### src/rtl/mem_access_unit.sv
// Load/store initiator between execute and byte-addressable data memory.
// Aligned accesses take one memory beat; misaligned H/W accesses are split into byte beats.
//   state  | meaning
//   IDLE   | ready for a request
//   BEAT   | driving memory beat k of N
//   RESP   | one-cycle completion pulse
module mem_access_unit #(
  parameter int ADDR_W = 12
) (
  input  logic              clk,
  input  logic              rst,
  input  logic              req_valid,
  output logic              req_ready,
  input  logic              req_we,
  input  logic [2:0]        req_func3,
  input  logic [ADDR_W-1:0] req_addr,
  input  logic [31:0]       req_wdata,
  output logic              resp_valid,
  output logic [31:0]       resp_rdata,
  output logic              resp_err,
  output logic              stall,
  output logic              mem_read,
  output logic              mem_write,
  output logic [2:0]        mem_func3,
  output logic [ADDR_W-1:0] mem_addr,
  output logic [31:0]       mem_wdata,
  input  logic [31:0]       mem_rdata
);

  typedef enum logic [1:0] {S_IDLE, S_BEAT, S_RESP} state_t;

  state_t            r_state, w_state_nxt;
  logic              r_we, r_mis, r_err;
  logic [2:0]        r_func3;
  logic [ADDR_W-1:0] r_addr;
  logic [31:0]       r_wdata, r_asm, r_rdata;
  logic [1:0]        r_k, r_last;

  logic        w_accept, w_legal, w_aligned, w_last_beat;
  logic [1:0]  w_nlast;
  logic [4:0]  w_byte_sh;
  logic [31:0] w_wshift, w_asm_next, w_ext, w_load_result;

  assign req_ready  = (r_state == S_IDLE) && !rst;
  assign resp_valid = (r_state == S_RESP) && !rst;
  assign resp_err   = resp_valid && r_err;
  assign stall      = (r_state == S_BEAT) && !rst;
  assign resp_rdata = r_rdata;

  assign w_accept = req_valid && req_ready;

  always_comb begin
    w_legal = 1'b0;
    if (req_we) w_legal = req_func3 inside {3'b000, 3'b001, 3'b010};
    else        w_legal = req_func3 inside {3'b000, 3'b001, 3'b010, 3'b100, 3'b101};
  end

  always_comb begin
    w_aligned = 1'b0;
    w_nlast   = 2'd0;
    case (req_func3[1:0])
      2'b00:   w_aligned = 1'b1;
      2'b01:   w_aligned = !req_addr[0];
      2'b10:   w_aligned = (req_addr[1:0] == 2'b00);
      default: w_aligned = 1'b0;
    endcase
    if (!w_aligned) w_nlast = (req_func3[1:0] == 2'b01) ? 2'd1 : 2'd3;
  end

  assign w_last_beat = (r_state == S_BEAT) && (r_k == r_last);
  assign w_byte_sh   = {r_k, 3'b000};
  assign w_wshift    = r_wdata >> w_byte_sh;
  assign w_asm_next  = r_asm | ({24'b0, mem_rdata[7:0]} << w_byte_sh);

  // Assembled halfwords are extended here; aligned loads come back already extended.
  always_comb begin
    case (r_func3)
      3'b001:  w_ext = {{16{w_asm_next[15]}}, w_asm_next[15:0]};
      3'b101:  w_ext = {16'b0, w_asm_next[15:0]};
      default: w_ext = w_asm_next;
    endcase
  end

  assign w_load_result = r_mis ? w_ext : mem_rdata;

  always_comb begin
    mem_read  = 1'b0;
    mem_write = 1'b0;
    mem_func3 = 3'b000;
    mem_addr  = '0;
    mem_wdata = 32'b0;
    if ((r_state == S_BEAT) && !rst) begin
      mem_read  = !r_we;
      mem_write = r_we;
      if (r_mis) begin
        mem_func3 = r_we ? 3'b000 : 3'b100;
        mem_addr  = r_addr + ADDR_W'(r_k);
        mem_wdata = {24'b0, w_wshift[7:0]};
      end else begin
        mem_func3 = r_func3;
        mem_addr  = r_addr;
        mem_wdata = r_wdata;
      end
    end
  end

  always_comb begin
    w_state_nxt = r_state;
    case (r_state)
      S_IDLE:  if (w_accept) w_state_nxt = w_legal ? S_BEAT : S_RESP;
      S_BEAT:  if (w_last_beat) w_state_nxt = S_RESP;
      S_RESP:  w_state_nxt = S_IDLE;
      default: w_state_nxt = S_IDLE;
    endcase
  end

  always_ff @(posedge clk) begin
    if (rst) begin
      r_state <= S_IDLE;
      r_k     <= 2'd0;
      r_last  <= 2'd0;
      r_we    <= 1'b0;
      r_mis   <= 1'b0;
      r_err   <= 1'b0;
      r_func3 <= 3'b000;
      r_addr  <= '0;
      r_wdata <= 32'b0;
      r_asm   <= 32'b0;
      r_rdata <= 32'b0;
    end else begin
      r_state <= w_state_nxt;
      if (w_accept) begin
        r_we    <= req_we;
        r_func3 <= req_func3;
        r_addr  <= req_addr;
        r_wdata <= req_wdata;
        r_k     <= 2'd0;
        r_last  <= w_nlast;
        r_mis   <= !w_aligned;
        r_err   <= !w_legal;
        r_asm   <= 32'b0;
        if (!w_legal) r_rdata <= 32'b0;
      end
      if (r_state == S_BEAT) begin
        r_k <= r_k + 2'd1;
        if (!r_we && r_mis) r_asm <= w_asm_next;
        if (w_last_beat) r_rdata <= r_we ? 32'b0 : w_load_result;
      end
    end
  end

endmodule

### config.mk
export PLATFORM = sky130hd
export DESIGN_NAME = mem_access_unit
export DESIGN_NICKNAME = d
export VERILOG_FILES = /design/src/rtl/mem_access_unit.sv
export SDC_FILE = /design/constraint.sdc
export NUM_CORES = 1
export LEC_CHECK = 0
export ABC_AREA = 1
export CAP_MARGIN = 15
export CORE_ASPECT_RATIO = 1.75
export CORE_MARGIN = 4
export CORE_UTILIZATION = 44
export DETAILED_ROUTE_END_ITERATION = 10
export GPL_TIMING_DRIVEN = 0
export PLACE_DENSITY = 0.77
export SLEW_MARGIN = 5
export SYNTH_ARGS = -nofsm -noshare
export SYNTH_HDL_FRONTEND = slang
export SYNTH_SLANG_ARGS = --single-unit
### constraint.sdc
create_clock -name clk -period 2.23 [get_ports clk]
set_input_delay 0.5575 -clock clk [delete_from_list [all_inputs] [get_ports clk]]
set_output_delay 0.5575 -clock clk [all_outputs]
set_load 0.02 [all_outputs]
==> summary.md <==
• kind of end point of the critical path: output pin
• depth of the worst hold-timing path: 2
• Die Area: 0.0162 mm2
• worst-margin pin slew: 0.587 ns
• setup slack of the worst register-to-register path: 0.35 ns
• count of boundary I/O pins: 168
• RD Place Congestion: 0.918
• count of endpoints failing hold in the final timing report: 0
• violated checks: negative setup slack
• diode insertion count for antenna repair: 0
• clock-pin slew reported for the worst setup and hold paths after clock tree synthesis: 0.05 ns
• top fanout value on the critical path: 4
• Detailed Place HPWL: 16.2 mm
• number of core rows: 57
• Die Span X: 97.9 um
• first-pass GRT wire length: 33.4 mm
• number of cells after detailed placement: 1215
• standard cell core area: 0.0139 mm2
• count of distinct cell types in the synthesized netlist: 38
• proportion of synthesized chip area in sequential cells: 38.3%
• antenna violations before repair: 0
• number of nets at the end of the flow: 1160
• PwrDens: 655 mW/mm2
• share of the clock period used by the worst path: 122%
• RR Startpoint: r_k[1]
• Synth warnings: 0
• syn avg cell area: 7.13 um2
• source-to-sink clock delay at the later pin of the worst-skew pair: 0.42 ns
• Mapped Cells: 872
• final count of negative-setup-slack endpoints: 21
• Max H-tree Level: 4
• shortest clock period the worst path allows after layout: 2.73 ns
• Crit path max-delay family: simple AND/OR/NAND/NOR gates
• Design Power: 5.96 mW
• Crit Path Class: reg -> out
• Post-DP Area: 0.00815 mm2
• pre-CTS setup slack: -0.876 ns
• Area growth syn-to-layout: 46.4%
• worst hold margin: 0.452 ns
• clock skew: 0.00706 ns
• CP max stage cell: sky130_fd_sc_hd__dfxtp_2
• required time worst endpoint: 1.67 ns
• post-DR wirelength/cell: 17.3 um
• share of the core filled with cells: 65.4%
• GRT overflow: 0
• worst slew slack as a fraction of its limit: 60.6%
• worst path bufs/invs: 5
• Vias/cell: 5.45
• Post-Route WL: 21.9 mm
• number of hold-repair buffers added at the cts stage: 0
• FF/Latch Area: 0.00239 mm2
• Worst Hold Path EP: r_asm[19]
• Net Count, Synth: 958
• final standard cell area without fillers: 0.00910 mm2
• DRC violation count after routing: 0
• smallest setup slack after layout: -0.497 ns
• count of nets left with antenna violations after detail routing: 0
• number of inserted filler cells in the final layout: 1218
• setup TNS: -5.20 ns
• effective utilization at floorplan: 44.7%
• root buffer selected by CTS: sky130_fd_sc_hd__clkbuf_16
• number of clock sinks seen by CTS: 119
• critical hold path startpoint: r_asm[19]
• maximum clock path buffer count: 2
• highest clock frequency the design can meet: 0.367 GHz
• max-cap check violation count: 0
• number of global-route vias before repair: 6787
• fin cells: 1263
• cell-by-cell trace of the critical path: buf_6 > inv_8 > buf_12 > fa_2 > inv_2 > nand3_4 > nor2_4 > nand2_4 > nor2_4 > nor2_2 > nor3_4 > buf_6
• GR Util All Layers: 26.2%
• worst-case reg-to-reg path depth: 8
• WP data arrival: 2.17 ns
• run status: complete, but fails checks
• largest stage delay on the critical path: 0.33 ns
• number of vias after detailed routing: 6881
• CTS tree: yes
• Leakage Power: 3.49 nW
• Reg2Reg Capture Point: resp_rdata[1]
• #FFs+latches synth: 119
• netlist area before placement: 0.00622 mm2
• I/O Buffers: 166
• maximum ir drop on the vdd rail: 0.000575 V
• maximum number of pins on one net before global-route repair: 20
• type of element launching the critical path: register
• class of the tightest hold or removal check: reg -> reg
• layout cells sized above 1: 23.2%
• Final Slew Violations: 0
• Detailed Routing Iterations Pass 1: 6
• y dimension of the die: 165 um
• Num CTS Buffers: 17
• RSZ-0062 raised after global routing: yes
• area of the multi-input gates: 0.00350 mm2
• Detailed Route Iter0 Violations: 444
==> kinds of logic (layout without fill, tap and decap cells) <==
group	count (synthesis)	after routing	synth area share [%]
and+or+nand+nor	410	410	29.0
DFF	119	119	38.3
adders and majority gates	3	3	0.725
muxes	1	1	0.161
xor gates and xnor gates	2	2	0.584
buffers and inverters	117	331	9.20
AOI/OAI and AO/OA	220	220	22.0
==> flip-flops by register name (all words and copies together) (netlist names) <==
name        flops
r_asm          32
r_state         2
r_we            1
r_wdata        32
r_err           1
resp_rdata     32
r_k             2
r_func3         3
r_last          2
r_addr         12
==> synthesized netlist by cell type <==
master | n | area, um2
sky130_fd_sc_hd__o21a_1 | 2 | 15.0
sky130_fd_sc_hd__nand3_2 | 1 | 10.0
sky130_fd_sc_hd__dfxtp_1 | 119 | 2380
sky130_fd_sc_hd__xnor2_4 | 1 | 27.5
sky130_fd_sc_hd__o21ai_0 | 85 | 425
sky130_fd_sc_hd__ha_1 | 2 | 25.0
sky130_fd_sc_hd__a21oi_2 | 11 | 96.3
sky130_fd_sc_hd__nor2_4 | 13 | 146
sky130_fd_sc_hd__nand2_1 | 231 | 867
sky130_fd_sc_hd__a21oi_1 | 66 | 330
sky130_fd_sc_hd__buf_1 | 3 | 11.3
sky130_fd_sc_hd__nand2_2 | 2 | 12.5
sky130_fd_sc_hd__o32ai_2 | 8 | 130
sky130_fd_sc_hd__inv_2 | 9 | 33.8
sky130_fd_sc_hd__o21bai_1 | 7 | 52.6
sky130_fd_sc_hd__nand4_4 | 1 | 21.3
sky130_fd_sc_hd__buf_2 | 22 | 110
sky130_fd_sc_hd__nor3b_1 | 1 | 7.51
sky130_fd_sc_hd__o21ai_1 | 14 | 70.1
sky130_fd_sc_hd__fa_1 | 1 | 20.0
sky130_fd_sc_hd__o32ai_1 | 8 | 70.1
sky130_fd_sc_hd__nand4_1 | 2 | 12.5
sky130_fd_sc_hd__buf_6 | 9 | 101
sky130_fd_sc_hd__buf_4 | 10 | 75.1
sky130_fd_sc_hd__nor2_2 | 2 | 12.5
sky130_fd_sc_hd__a22oi_1 | 1 | 7.51
sky130_fd_sc_hd__nand3_1 | 65 | 325
sky130_fd_sc_hd__inv_1 | 42 | 158
sky130_fd_sc_hd__o21bai_2 | 9 | 101
sky130_fd_sc_hd__nor2_1 | 61 | 229
sky130_fd_sc_hd__clkbuf_1 | 21 | 78.8
sky130_fd_sc_hd__xor2_1 | 1 | 8.76
sky130_fd_sc_hd__and3_4 | 1 | 11.3
sky130_fd_sc_hd__clkinv_1 | 1 | 3.75
sky130_fd_sc_hd__a31oi_1 | 1 | 6.26
sky130_fd_sc_hd__nor3_1 | 30 | 150
sky130_fd_sc_hd__o31ai_1 | 8 | 60.1
sky130_fd_sc_hd__mux2i_1 | 1 | 10.0
==> where the power goes <==
group	leakage, nW	internal [mW]	switching, mW	total (mW)
sequential	0.973	2.23	0.0796	2.31
clock	0.291	1.78	0.965	2.74
combinational	2.22	0.380	0.526	0.906
==> how the worst max path moves through the flow <==
stage / from / to / slack (ns) / cells after the start
floorplan: r_k[1] / mem_addr[10] / -0.21 / 12
global placement: r_k[1] / mem_addr[10] / -0.88 / 13
detailed placement: r_k[1] / mem_addr[10] / -0.88 / 13
CTS: r_k[1] / mem_addr[8] / -0.50 / 11
global route: r_k[1] / mem_addr[8] / -0.59 / 11
finish: r_k[1] / mem_addr[10] / -0.50 / 12
==> worst min-delay path: cells and delay by family (launching register included) <==
family	cells	cell delay [ns]
simple gates	1	0.06
compound gates	1	0.05
flops	1	0.30
==> area by class of cell <==
| class | instances | area share [%] |
|---|---|---|
| sequential | 119 | 26.3 |
| buffer | 61 | 5.01 |
| tap | 177 | 2.43 |
| inverter | 52 | 2.37 |
| multi-input combinational | 636 | 38.5 |
| clock buffer | 23 | 5.47 |
| timing repair buffer | 187 | 18.8 |
| clock inverter | 8 | 1.05 |
==> cell usage in the layout (no fill, tap or decap), types with 16 or more instances in the layout <==
cell type                         Yosys  layout
sky130_fd_sc_hd__buf_2               22      32
sky130_fd_sc_hd__nor3_1              30      16
sky130_fd_sc_hd__dfxtp_1            119     114
sky130_fd_sc_hd__nor2_1              61      51
sky130_fd_sc_hd__o21ai_1             14      18
sky130_fd_sc_hd__buf_4               10      45
sky130_fd_sc_hd__clkbuf_16            0      17
sky130_fd_sc_hd__inv_1               42      39
sky130_fd_sc_hd__buf_6                9      30
sky130_fd_sc_hd__a21oi_1             66      62
sky130_fd_sc_hd__o21ai_0             85      77
sky130_fd_sc_hd__nand2_1            231     229
sky130_fd_sc_hd__nor2_4              13      18
sky130_fd_sc_hd__nand3_1             65      63
sky130_fd_sc_hd__clkdlybuf4s50_1      0     113
==> timing repair <==
action | in CTS | in global routing
pin swaps | 19 | 12
setup endpoints to repair | 53 | 50
buffers inserted | 17 | 4
gates resized for setup | 320 | 54
==> per-layer routing <==
| metal | share of wire (%) | global-route usage (%) | vias to the layer above |
|---|---|---|---|
| li1 | - | - | 3311 |
| met1 | 33 | 25.3 | 3167 |
| met2 | 52 | 48.6 | 315 |
| met3 | 7.4 | 5.80 | 88 |
| met4 | 6.9 | 18.5 | 0 |
| met5 | 0 | 0 | - |
Power figures use the tool's default switching activity.
